===== src/rtl/pipe_pkg.sv =====
// pipe_pkg: shared ID/EX pipeline types, widths, NOP control value and
// the buffer state encoding used by id_ex_stage_buf.
package pipe_pkg;

   typedef struct packed {
      logic       reg_wr;
      logic       mem_rd;
      logic       mem_wr;
      logic       branch;
      logic       jump;
      logic       alu_src;
      logic [1:0] wb_sel;
      logic [4:0] alu_op;
      logic [2:0] rsvd;
   } id_ex_ctrl_t;

   typedef struct packed {
      logic        pred_taken;
      logic [31:0] pc;
      logic [31:0] pc4;
      logic [31:0] rs1_data;
      logic [31:0] rs2_data;
      logic [31:0] imm;
      logic [4:0]  rd;
      logic [2:0]  funct3;
   } id_ex_data_t;

   localparam int ID_EX_CTRL_W = $bits(id_ex_ctrl_t);
   localparam int ID_EX_DATA_W = $bits(id_ex_data_t);

   localparam id_ex_ctrl_t ID_EX_CTRL_NOP = '0;

   typedef enum logic [1:0] {
      ST_EMPTY = 2'd0,
      ST_ONE   = 2'd1,
      ST_FULL  = 2'd2
   } buf_state_t;

endpackage


===== src/rtl/pipe_entry_reg.sv =====
// pipe_entry_reg: one pipeline entry (valid + ctrl + data).
// Ports: CLK, Reset (sync, active-high), load, clear, ctrl_d, data_d,
// valid, ctrl, data. Clear forces ctrl to CTRL_NOP and keeps data.
module pipe_entry_reg #(
   parameter int                CTRL_W   = 16,
   parameter int                DATA_W   = 169,
   parameter logic [CTRL_W-1:0] CTRL_NOP = '0
) (
   input  logic              CLK,
   input  logic              Reset,
   input  logic              load,
   input  logic              clear,
   input  logic [CTRL_W-1:0] ctrl_d,
   input  logic [DATA_W-1:0] data_d,
   output logic              valid,
   output logic [CTRL_W-1:0] ctrl,
   output logic [DATA_W-1:0] data
);

   always_ff @(posedge CLK) begin
      if (Reset) begin
         valid <= 1'b0;
         ctrl  <= CTRL_NOP;
         data  <= '0;
      end else if (clear) begin
         valid <= 1'b0;
         ctrl  <= CTRL_NOP;
      end else if (load) begin
         valid <= 1'b1;
         ctrl  <= ctrl_d;
         data  <= data_d;
      end
   end

endmodule


===== src/rtl/id_ex_stage_buf.sv =====
// id_ex_stage_buf: ID->EX stage buffer with valid/ready, flush, bubble NOP.
// Ports: CLK, Reset, flush, in_valid/in_ready/in_ctrl/in_data,
// out_valid/out_ready/out_ctrl/out_data. Macro ID_EX_SKID_EN adds a skid
// entry so in_ready comes from registered state only.
module id_ex_stage_buf
   import pipe_pkg::*;
#(
   parameter int                CTRL_W   = ID_EX_CTRL_W,
   parameter int                DATA_W   = ID_EX_DATA_W,
   parameter logic [CTRL_W-1:0] CTRL_NOP = ID_EX_CTRL_NOP
) (
   input  logic              CLK,
   input  logic              Reset,
   input  logic              flush,
   input  logic              in_valid,
   output logic              in_ready,
   input  logic [CTRL_W-1:0] in_ctrl,
   input  logic [DATA_W-1:0] in_data,
   output logic              out_valid,
   input  logic              out_ready,
   output logic [CTRL_W-1:0] out_ctrl,
   output logic [DATA_W-1:0] out_data
);

   buf_state_t        st;
   buf_state_t        st_nxt;
   logic              in_xfer;
   logic              out_xfer;
   logic              m_load;
   logic              m_clr;
   logic              m_valid;
   logic [CTRL_W-1:0] m_ctrl;
   logic [DATA_W-1:0] m_data;
   logic [CTRL_W-1:0] m_ctrl_d;
   logic [DATA_W-1:0] m_data_d;

   always_ff @(posedge CLK) begin
      if (Reset) st <= ST_EMPTY;
      else       st <= st_nxt;
   end

   assign in_xfer   = in_valid & in_ready;
   assign out_xfer  = m_valid & out_ready;
   assign out_valid = m_valid;
   assign out_ctrl  = m_ctrl;
   assign out_data  = m_data;

   pipe_entry_reg #(
      .CTRL_W  (CTRL_W),
      .DATA_W  (DATA_W),
      .CTRL_NOP(CTRL_NOP)
   ) u_main (
      .CLK   (CLK),
      .Reset (Reset),
      .load  (m_load),
      .clear (m_clr),
      .ctrl_d(m_ctrl_d),
      .data_d(m_data_d),
      .valid (m_valid),
      .ctrl  (m_ctrl),
      .data  (m_data)
   );

`ifdef ID_EX_SKID_EN

   logic              s_load;
   logic              s_clr;
   logic              m_from_skid;
   logic              s_valid;
   logic [CTRL_W-1:0] s_ctrl;
   logic [DATA_W-1:0] s_data;

   // Registered ready: the skid absorbs the one entry that may arrive
   // in the cycle EX stalls.
   assign in_ready = (st != ST_FULL);
   assign m_ctrl_d = m_from_skid ? s_ctrl : in_ctrl;
   assign m_data_d = m_from_skid ? s_data : in_data;

   pipe_entry_reg #(
      .CTRL_W  (CTRL_W),
      .DATA_W  (DATA_W),
      .CTRL_NOP(CTRL_NOP)
   ) u_skid (
      .CLK   (CLK),
      .Reset (Reset),
      .load  (s_load),
      .clear (s_clr),
      .ctrl_d(in_ctrl),
      .data_d(in_data),
      .valid (s_valid),
      .ctrl  (s_ctrl),
      .data  (s_data)
   );

   always_comb begin
      st_nxt      = st;
      m_load      = 1'b0;
      m_clr       = 1'b0;
      m_from_skid = 1'b0;
      s_load      = 1'b0;
      s_clr       = 1'b0;
      if (flush) begin
         st_nxt = ST_EMPTY;
         m_clr  = 1'b1;
         s_clr  = 1'b1;
      end else begin
         unique case (st)
            ST_EMPTY: begin
               if (in_xfer) begin
                  m_load = 1'b1;
                  st_nxt = ST_ONE;
               end
            end
            ST_ONE: begin
               if (in_xfer && out_xfer) begin
                  m_load = 1'b1;
               end else if (in_xfer) begin
                  s_load = 1'b1;
                  st_nxt = ST_FULL;
               end else if (out_xfer) begin
                  m_clr  = 1'b1;
                  st_nxt = ST_EMPTY;
               end
            end
            ST_FULL: begin
               // Older entry leaves first; skid refills main.
               if (out_xfer && s_valid) begin
                  m_load      = 1'b1;
                  m_from_skid = 1'b1;
                  s_clr       = 1'b1;
                  st_nxt      = ST_ONE;
               end
            end
            default: st_nxt = ST_EMPTY;
         endcase
      end
   end

`else

   assign in_ready = ~m_valid | out_ready;
   assign m_ctrl_d = in_ctrl;
   assign m_data_d = in_data;

   always_comb begin
      st_nxt = st;
      m_load = 1'b0;
      m_clr  = 1'b0;
      if (flush) begin
         st_nxt = ST_EMPTY;
         m_clr  = 1'b1;
      end else begin
         unique case (st)
            ST_EMPTY: begin
               if (in_xfer) begin
                  m_load = 1'b1;
                  st_nxt = ST_ONE;
               end
            end
            ST_ONE: begin
               // in_xfer here implies out_xfer: ready needs the slot freed.
               if (in_xfer) begin
                  m_load = 1'b1;
               end else if (out_xfer) begin
                  m_clr  = 1'b1;
                  st_nxt = ST_EMPTY;
               end
            end
            default: st_nxt = ST_EMPTY;
         endcase
      end
   end

`endif

endmodule


===== config.mk =====
export PLATFORM = sky130hd
export DESIGN_NAME = id_ex_stage_buf
export DESIGN_NICKNAME = d
export VERILOG_FILES = /design/src/rtl/pipe_pkg.sv /design/src/rtl/pipe_entry_reg.sv /design/src/rtl/id_ex_stage_buf.sv
export SDC_FILE = /design/constraint.sdc
export NUM_CORES = 1
export LEC_CHECK = 0
export ABC_AREA = 0
export ABC_CLOCK_PERIOD_IN_PS = 1540
export CELL_PAD_IN_SITES_DETAIL_PLACEMENT = 1
export CELL_PAD_IN_SITES_GLOBAL_PLACEMENT = 1
export CORE_ASPECT_RATIO = 0.7
export CORE_MARGIN = 2
export CORE_UTILIZATION = 30
export CTS_CLUSTER_DIAMETER = 30
export DETAILED_ROUTE_END_ITERATION = 8
export PLACE_DENSITY = 0.82
export SLEW_MARGIN = 20
export SYNTH_ARGS = -nofsm -noshare
export SYNTH_HDL_FRONTEND = slang
export SYNTH_SLANG_ARGS = --single-unit

===== constraint.sdc =====
create_clock -name CLK -period 1.54 [get_ports CLK]
set_input_delay 0.231 -clock CLK [delete_from_list [all_inputs] [get_ports CLK]]
set_output_delay 0.231 -clock CLK [all_outputs]
set_load 0.01 [all_outputs]

==> flow_metrics.py <==
metrics = {
    "cts": {
        "cts-root-buf": "clkbuf_16",
        "cts_buffer_depth": 2,
        "cts-buffers-inserted": 17,
        "clk_pin_slew_ns": 0.07,
        "h-tree-depth": 4,
        "postCtsSetupRepairBufs": 0,
        "cts_tree": "yes",
        "clk_latency_ns": 0.43,
        "cts_sinks": 187,
    },
    "global_routing": {
        "grt_remaining_overflow": 0,
        "first_global_vias": 8599,
        "grt_first_pass_wirelength_um": 48550,
        "grtUsageTotal_pct": 22.37,
        "grt_max_degree": 82,
        "grt_antenna_before_repair": 2,
    },
    "floorplanning": {
        "io_pins": 377,
        "die_h_um": 140.0,
        "coreArea_mm2": 0.02581,
        "start_util_pct": 30.70,
        "num_rows": 49,
        "dieArea_mm2": 0.02775,
        "fp.dieW_um": 198.3,
    },
    "outcome": {
        "status": "complete, no violations",
    },
    "synthesis": {
        "mappedNetlistArea_mm2": 0.007925,
        "ys_seq_area_share_pct": 47.24,
        "synth_area_leaders": "dfxtp_1 (47%), nand3_2 (13%), o21ai_0 (12%)",
        "yosysWarnings": 0,
        "syn_inst": 855,
        "ys_ff_latch": 187,
        "syn_area_per_cell_um2": 9.269,
        "yosys.area.top_type": "dfxtp_1",
        "ys_types": 21,
        "synth_nets": 1045,
        "synth_top_area_share_pct": 47.24,
    },
    "critical_path": {
        "path_cells": "clkdlybuf4s50_1 -> nor2b_4 -> buf_12 -> buf_12 -> nand3_1 -> a21oi_1",
        "crit_path_top_delay_cell": "clkdlybuf4s50_1",
        "critPathLaunchType": "input pin",
        "required_ns": 1.89,
        "end_kind": "register",
        "max_stage_delay_ns": 0.64,
        "path_class": "in -> reg",
        "critPathMostFrequentCell": "buf_12",
        "cp.arrival_ns": 1.80,
        "crit_fanout": 17,
    },
    "sta": {
        "fin_skew_ns": 0.005963,
        "relSlewSlack_pct": 66.24,
        "min_period_ns": 1.452,
        "final-hold-violation-count": 0,
        "rsz0062_at_grt": "no",
        "setup_viol": 0,
        "fmax_mhz": 688.9,
        "layout_worst_path_cycle_share_pct": 94.27,
        "worst_pin_slew_ns": 0.5064,
        "setup_tns_ns": 0,
        "final.setup.worst_slack_ns": 0.08831,
        "whs_ns": 0.2371,
        "slew_violations": 0,
    },
    "place": {
        "gp_congestion": 0.7778,
        "place_inst": 1561,
        "hpwlAfterDp_um": 23020,
        "portBuffers": 376,
        "dp_worst_setup_slack_ns": -0.3139,
    },
    "drt": {
        "drtIter0Drc": 273,
        "via_count": 8032,
        "postRouteAntennaNets": 0,
        "drc": 0,
        "avgRoutedWirePerCell_um": 19.58,
        "vias_per_cell": 5.042,
        "firstDrtPassIters": 4,
        "routed_wl_um": 31190,
    },
    "finish": {
        "drive_gt1_share_pct": 22.01,
        "final_common_cell": "clkdlybuf4s50_1",
        "utilization_pct": 49.50,
        "fin_nets": 1413,
        "fillCellCount": 2988,
        "n_antenna_cell": 0,
        "final_cell_mix": "clkdlybuf4s50_1 (188), dfxtp_1 (186), o21ai_0 (185)",
        "stdcell_count": 1593,
        "syn_to_final_growth_pct": 61.21,
    },
    "min_path": {
        "min_path_type": "in -> reg",
    },
    "power_and_ir_drop": {
        "p_leak_nw": 5.177,
        "vdd_ir_drop_max_mv": 0.7462,
        "pwr_density_cell_mw_per_mm2": 889.7,
    },
    "job": {
        "maxCapViolCount": 0,
    },
}
==> Yosys cell counts, drive strengths merged <==
cell type	count
nand2b	1
clkbuf	57
nor2	2
a211o	1
dfxtp	187
a21oi	186
inv	1
buf	46
nor2b	2
nand3	185
and3b	1
o21ai	185
nor4	1
==> area by class of cell <==
cell class              instances  area (um2)  area share [%]
well taps                     357       446.7           3.496
inverters                       1       11.26         0.08814
multi-input cells             564        3577           28.00
clock inverters                10       91.34          0.7149
repair buffers                452        4431           34.68
clock buffers                  22       474.2           3.712
flip-flops and latches        187        3745           29.31
==> metal layers <==
layer | global-route usage (%) | part of all wire (%) | routed length, um | up-vias
met3 | 8.885 | 9.3 | 2915 | 34
met4 | 6.134 | 1.6 | 505 | 4
met2 | 37.21 | 47 | 14590 | 253
met1 | 26.75 | 42 | 13160 | 3946
met5 | 0 | 0.071 | 22 | -
li1 | - | - | - | 3795
==> state kept, by name, indices dropped and copies added (netlist names) <==
signal,flops
u_main.valid,1
u_main.ctrl,16
st,1
u_main.data,169
==> worst paths after layout <==
check / startpoint / depth (start not counted) / slack, ns / endpoint
min reg2reg: u_main.data[136] / 2 / 0.48 / u_main.data[136]
max: in_valid / 6 / 0.09 / u_main.data[17]
max reg2reg: u_main.valid / 6 / 0.14 / u_main.data[113]
min: Reset / 3 / 0.24 / u_main.data[123]
==> logic make-up (layout without fill, tap and decap cells) <==
| logic type | Yosys count | after routing | share of synthesized area (%) |
|---|---|---|---|
| AO/OA/AOI/OAI | 372 | 372 | 26.33 |
| buffers and inverters | 104 | 485 | 7.878 |
| flip-flops | 187 | 187 | 47.24 |
| AND/OR/NAND/NOR | 192 | 192 | 18.55 |
==> worst max-delay path, delay by kind of cell <==
family / cells / cell delay (ns)
simple gates: 2 / 0.41
compound gates: 1 / 0.17
buf+inv: 3 / 0.98
==> metrics by stage <==
stage               cell area, um2  power (W)
floorplan                     7925   0.006003
global placement             12440   0.007238
detailed placement           12440   0.007295
CTS                          12770    0.01151
global route                 12780    0.01188
finish                       12780    0.01137
==> power by group <==
group / total, W / switching, W / leakage, nW / internal, W
clock: 0.00434 / 0.00197 / 0.276 / 0.00236
combinational: 0.00188 / 0.000889 / 3.37 / 0.000994
sequential: 0.00515 / 0.0000964 / 1.53 / 0.00505
total: 0.0114 / 0.00296 / 5.18 / 0.00841
==> repair_timing <==
item / in CTS / in global routing
hold buffers: 0 / 0
endpoints found under the setup margin: 185 / 2
hold endpoints to repair: 0 / 0
resized for setup: 189 / 2
Power figures use the tool's default switching activity.
